<file path="config.mk">
export PLATFORM = sky130hd
export DESIGN_NAME = btb_2bit
export DESIGN_NICKNAME = d
export VERILOG_FILES = /design/src/rtl/btb_2bit.sv
export SDC_FILE = /design/constraint.sdc
export NUM_CORES = 2
export LEC_CHECK = 0
export CORE_MARGIN = 3
export CORE_UTILIZATION = 30
export DETAILED_ROUTE_END_ITERATION = 12
export PLACE_DENSITY = 0.43
export SYNTH_ARGS = -nofsm -noshare
export SYNTH_HDL_FRONTEND = slang
export SYNTH_SLANG_ARGS = --single-unit
</file>
<file path="constraint.sdc">
create_clock -name clk_i -period 6.2 [get_ports clk_i]
set_input_delay 0.93 -clock clk_i [delete_from_list [all_inputs] [get_ports clk_i]]
set_output_delay 0.93 -clock clk_i [all_outputs]
set_load 0.02 [all_outputs]
</file>
<file path="src/rtl/btb_2bit.sv">
// Direct-mapped branch target buffer with 2-bit saturating direction counters.
// Lookup is purely combinational; resolved branches update one entry per clock.
module btb_2bit #(
   parameter int ENTRIES = 32,
   parameter int IDX_W   = $clog2(ENTRIES)
) (
   input  logic        clk_i,
   input  logic        rst_ni,
   input  logic [31:0] pc_i,
   output logic        hit_o,
   output logic [31:0] predicted_pc_o,
   input  logic        update_i,
   input  logic [31:0] update_pc_i,
   input  logic [31:0] update_target_i,
   input  logic        taken_i,
   input  logic        is_jump_i
);

   localparam int TAG_W = 30 - IDX_W;

   localparam logic [1:0] CTR_STRONG_NT = 2'b00;
   localparam logic [1:0] CTR_WEAK_NT   = 2'b01;
   localparam logic [1:0] CTR_WEAK_T    = 2'b10;
   localparam logic [1:0] CTR_STRONG_T  = 2'b11;

   logic             valid_q  [ENTRIES];
   logic [TAG_W-1:0] tag_q    [ENTRIES];
   logic [31:0]      target_q [ENTRIES];
   logic [1:0]       ctr_q    [ENTRIES];

   // Lookup path
   logic [IDX_W-1:0] lk_idx;
   logic [TAG_W-1:0] lk_tag;
   logic             lk_match;

   assign lk_idx   = pc_i[IDX_W+1:2];
   assign lk_tag   = pc_i[31:IDX_W+2];
   assign lk_match = valid_q[lk_idx] && (tag_q[lk_idx] == lk_tag);

   assign hit_o          = lk_match && ctr_q[lk_idx][1];
   assign predicted_pc_o = lk_match ? target_q[lk_idx] : 32'h0;

   // Update path: compute the replacement contents of the addressed entry
   logic [IDX_W-1:0] up_idx;
   logic [TAG_W-1:0] up_tag;
   logic             up_match;
   logic [1:0]       up_ctr_cur;
   logic             wr_en;
   logic             valid_d;
   logic [TAG_W-1:0] tag_d;
   logic [31:0]      target_d;
   logic [1:0]       ctr_d;

   assign up_idx     = update_pc_i[IDX_W+1:2];
   assign up_tag     = update_pc_i[31:IDX_W+2];
   assign up_match   = valid_q[up_idx] && (tag_q[up_idx] == up_tag);
   assign up_ctr_cur = ctr_q[up_idx];

   always_comb begin
      wr_en    = 1'b0;
      valid_d  = valid_q[up_idx];
      tag_d    = tag_q[up_idx];
      target_d = target_q[up_idx];
      ctr_d    = up_ctr_cur;
      if (update_i) begin
         if (up_match) begin
            wr_en = 1'b1;
            if (is_jump_i) begin
               ctr_d    = CTR_STRONG_T;
               target_d = update_target_i;
            end else if (taken_i) begin
               ctr_d    = (up_ctr_cur == CTR_STRONG_T) ? CTR_STRONG_T : up_ctr_cur + 2'd1;
               target_d = update_target_i;
            end else begin
               ctr_d    = (up_ctr_cur == CTR_STRONG_NT) ? CTR_STRONG_NT : up_ctr_cur - 2'd1;
            end
         end else if (taken_i || is_jump_i) begin
            // Allocation overwrites whatever lives at this index.
            wr_en    = 1'b1;
            valid_d  = 1'b1;
            tag_d    = up_tag;
            target_d = update_target_i;
            ctr_d    = is_jump_i ? CTR_STRONG_T : CTR_WEAK_T;
         end
      end
   end

   always_ff @(posedge clk_i or negedge rst_ni) begin
      if (!rst_ni) begin
         for (int i = 0; i < ENTRIES; i++) begin
            valid_q[i]  <= 1'b0;
            tag_q[i]    <= '0;
            target_q[i] <= 32'h0;
            ctr_q[i]    <= CTR_WEAK_NT;
         end
      end else if (wr_en) begin
         valid_q[up_idx]  <= valid_d;
         tag_q[up_idx]    <= tag_d;
         target_q[up_idx] <= target_d;
         ctr_q[up_idx]    <= ctr_d;
      end
   end

   logic unused_pc_bits;
   assign unused_pc_bits = ^{pc_i[1:0], update_pc_i[1:0], CTR_WEAK_T, CTR_WEAK_NT};

endmodule

</file>
# Word level (Yosys, flattened, before mapping)
# Index checks and enable logic that the tools add are counted.
# W data, S select, Z words.
# word_totals
n_memories	0
regBits	1920
romBits	0
latch_bits	0
ram_bits	0
out_inout_bits	33
elab_cells	203
in_bits	101
# op_classes
bitwise_logic	2
muxes	59
multipliers	0
eq_ne	3
reduce_logical	6
shifts	0
n_lt_le_gt_ge	3
add_sub_neg	2
div_mod_pow	0
# op_table
cell	n
$bwmux W1024	1
$bwmux W800	1
$mux W32	11
$bmux W32 S5	2
$bmux W25 S5	2
$mux W25	8
$demux W32 S5	1
$demux W25 S5	1
$bwmux W64	1
$eq A25 B25 Y1	2
$bwmux W32	1
$mux W2	12
$bmux W2 S5	2
$ge A6 B6 Y1 const B	2
$mux W1	12
$not A5 Y6	2
$bmux W1 S5	2
$demux W2 S5	1
$lt A6 B1 Y1 const B	1
$demux W1 S5	1
$logic_and A1 B1 Y1	4
$add A2 B1 Y2 const B	1
$eq A2 B2 Y1 const B	1
$logic_not A2 Y1	1
2 further kinds	2

# Longest topological paths before layout
# logic_depth
ltp_word	11
mapped_depth	16
depth_no_buf	10

# Least setup slack after synthesis
# No wires, ideal clock.
# synth_path
path_kind	in2out
startpoint	input pc_i[2]
endpoint	output predicted_pc_o[10]
slack_ps	1034
path_stages	12
t_arrival_ps	4236
required_ps	5270
path_cell_list	clkbuf_1 buf_1 buf_1 mux4_2 mux4_2 mux2i_1 xor2_1 nand4_1 nor3_1 nand4_1 clkbuf_1 nor2_1
# synth_between
elab_chain_cells	7
word_cells_on_any_way	13
# synth_lines
element	line	text
from (decl)	9	input logic [31:0] pc_i,
$not A5 Y6 (implied by the code) (*)	38, 41	
$bmux W25 S5	38	assign lk_match = valid_q[lk_idx] && (tag_q[lk_idx] == lk_tag);
$mux W25 (implied by the code) (2 in a row)	38	
$eq A25 B25 Y1	38	
$logic_and A1 B1 Y1	38	
$mux W32 (*)	41	assign predicted_pc_o = lk_match ? target_q[lk_idx] : 32'h0;
to (decl)	11	output logic [31:0] predicted_pc_o,
# Mark *: on every way between the ends. The rest lies on a longest branch, timed or not. The select of a mux whose other input is x is not followed.

# Worst setup path in the final report
# layout_path
startpoint	input pc_i[2]
endpoint	output predicted_pc_o[6]
# The elaborated chain is that of the path after synthesis.

==> results.ini <==
[sta]
min_period_ns = 6.128
setup_tns_ns = 0
final.setup_skew_ns = 0.06521
hold_viol_final = 0
rsz0062_at_grt = false
worst_pin_slew_ns = 1.305
fin_ws_ns = 0.07169
setup_violations = 0
period_share_pct = 98.84
relSlewSlack_pct = 13.01
fmax_mhz = 163.2
holdWs_ns = 0.4872
final_max_slew_viol_count = 0

[worst_setup_path]
crit_path_end_kind = primary output
path_max_fanout = 13
crit_required_ns = 5.27
r2r_start = tag_q[171]$_DFFE_PN0P_
cp.arrival_ns = 5.20
crit_type = in2out
start_kind = primary input
crit_path_start = pc_i[2]

[drt]
drt_wl_total_um = 388300
ant_nets = 0
avgViaCountPerCell = 5.616
drc = 0
first_iter_violations = 4530
wire_per_inst_um = 34.01
dr.pass1.iters = 8
via_count = 64120

[clocking]
numClockSinks = 1920
cts_buffers = 230
htree_levels = 4
path_clk_slew_ns = 0.05
clockBufferDepth = 4
cts_tree = built
insertion_delay_ns = 0.91
root_buffer = clkbuf_16

[logic_synthesis]
synth-simple-area-share_pct = 1.871
netlist_area_mm2 = 0.1024
synth.area.mux_share_pct = 45.31
yosysSeqAreaShare_pct = 46.96
synth_top_family_by_area = multiplexers
synthArstFlopShare_pct = 100.0
synth-xor-area-share_pct = 0.4277
synth_edf_count = 0
ys_types = 59
syn-num-nets = 6814
synth_compound_area_share_pct = 2.301
synth.avg_cell_area_um2 = 15.25
ys.flop_type = dfrtp_1
synth_cells = 6713
yosys.area_share.adder_pct = 0
synth-seq-cells = 1920
yosysWarnings = 0

[place]
place_congestion = 0.7611
post-place-ws_ns = -0.4311
place_inst = 11000
placed_area_mm2 = 0.1112
io_buffers = 129
dpl.hpwl_um = 219500

[global_route]
antenna_found_initial = 25
top_usage_layer = met2
use_met2_pct = 35.62
groute.usage.overall_pct = 21.98
grt_pass1_wl_um = 548800
grt_util_met1_pct = 31.20
grt_use_met3_pct = 3.105
overflow = 0
grt_start_max_net_pins = 163
first_global_vias = 68000

[final_layout]
area_delta_synth_final_pct = 16.25
final_area_mm2 = 0.1190
layout_common_cells = dfrtp_1, mux2_1, mux2_2
final_common_cell = dfrtp_1
drive_above_1_share_pct = 38.36
fin_cells = 11420
fin_nets = 6826

[floorplan]
core-area_mm2 = 0.3382
start_util_pct = 30.28
die_h_um = 590.2
die_w_um = 590.2
ios = 134
rows = 213
die_area_mm2 = 0.3483

[power]
ir_worst_vdd_mv = 0.2042
p_leak_nw = 53.54
powerDensity_mw_per_mm2 = 307.3

[worst_hold_path]
worstHoldStart = valid_q[13]$_DFFE_PN0P_
worstHoldPathType = reg2reg

[job]
drv_cap = 0

[outcome]
status = completed

==> critical path, stage by stage <==
cell and delay (ns):
buf_8 0.11, buf_12 0.21, bufbuf_16 0.37, mux4_2 0.52, mux4_2 0.46, mux2i_1 0.19
buf_4 0.22, xor2_1 0.15, nand4_1 0.25, nor3_4 0.33, buf_4 0.16, nand4_1 0.08
buf_4 0.19, clkbuf_16 0.19, nor2_1 0.14, clkdlybuf4s50_1 0.62
==> power breakdown <==
part | internal (W) | leakage (nW) | switching [W] | total (W)
Combinational | 0.00370 | 24.3 | 0.00315 | 0.00684
Sequential | 0.0145 | 25.5 | 0.00141 | 0.0160
Clock | 0.00811 | 3.74 | 0.00567 | 0.0138
==> layout make-up <==
class,count,area [um^2]
fill,32210,219200
sequential,1920,48090
clock buffer,339,6800
inverter,5,18.77
antenna,3,7.507
multi-input combinational,4066,51750
clock inverter,68,730.7
tap,4515,5649
timing repair buffer,502,5987
==> routing by layer <==
metal | wire length [um] | part of all wire, %
met3 | 18510 | 4.8
met4 | 9648 | 2.5
met1 | 177300 | 46
met2 | 182800 | 47
met5 | 0 | 0
==> cells in the mapped netlist (all sizes together) (2+ instances only) <==
cell	number	share of area [%]
nor2b	6	0.037
o21a	3	0.022
a211oi	2	0.015
nand2	90	0.33
nor3b	3	0.022
a31oi	16	0.098
dfstp	32	0.82
a22o	7	0.060
and2	2	0.012
mux2i	481	4.7
mux4	878	19
inv	5	0.018
nor2	88	0.32
nor3	3	0.015
a22oi	43	0.32
mux2	1936	21
clkbuf	283	1.0
or4b	4	0.039
xnor2	20	0.17
o22ai	202	1.2
buf	439	2.1
a221oi	14	0.12
o21bai	2	0.015
o211ai	2	0.015
nor4	52	0.32
nand4bb	5	0.055
o21ai	14	0.068
and3b	2	0.017
and3	2	0.012
o221ai	3	0.026
nand4b	5	0.043
nand3	40	0.26
a41oi	6	0.051
dfrtp	1888	46
or4	3	0.022
nand2b	39	0.24
a21oi	35	0.17
xor2	30	0.26
nand4	14	0.086
==> kinds of logic after synthesis <==
kind of cell,after synthesis
buffers and inverters,727
AND/OR/NAND/NOR,363
XOR/XNOR,50
multiplexers,3295
flip-flops,1920
AO/OA/AOI/OAI,358
==> path summary, 6_finish.rpt <==
path | end | slack (ns) | depth (start not counted)
worst min-delay path | valid_q[13]$_DFFE_PN0P_ | 0.49 | 1
worst min register to register | valid_q[13]$_DFFE_PN0P_ | 0.49 | 1
worst max register to register | tag_q[791]$_DFFE_PN0P_ | 1.46 | 14
max in group asynchronous | target_q[873]$_DFFE_PN0P_ | 3.89 | 3
worst max-delay path | predicted_pc_o[6] | 0.07 | 16
min in group asynchronous | tag_q[371]$_DFFE_PN0P_ | 0.69 | 2
==> what timing repair did <==
item | in CTS | in global routing
buffers inserted | 0 | 5
cloned | 1 | 2
hold buffers | 1 | 0
pin swaps | 2 | 4
setup endpoints to repair | 30 | 13
gates resized for setup | 16 | 12
hold endpoints to repair | 1 | 0
==> sequential cells by signal, indices dropped and copies added (netlist names) <==
name	count
tag_q	800
valid_q	32
ctr_q	64
target_q	1024
==> through the flow <==
step | total power [W] | util [%]
2_1_floorplan | 0.02048 | -
3_3_place_gp | 0.02276 | 32.89
3_5_place_dp | 0.02301 | 32.89
4_1_cts | 0.03699 | 35.14
5_1_grt | 0.03824 | 35.19
6_report | 0.03657 | 35.20
Note: power is estimated with default switching activity, not from simulation.
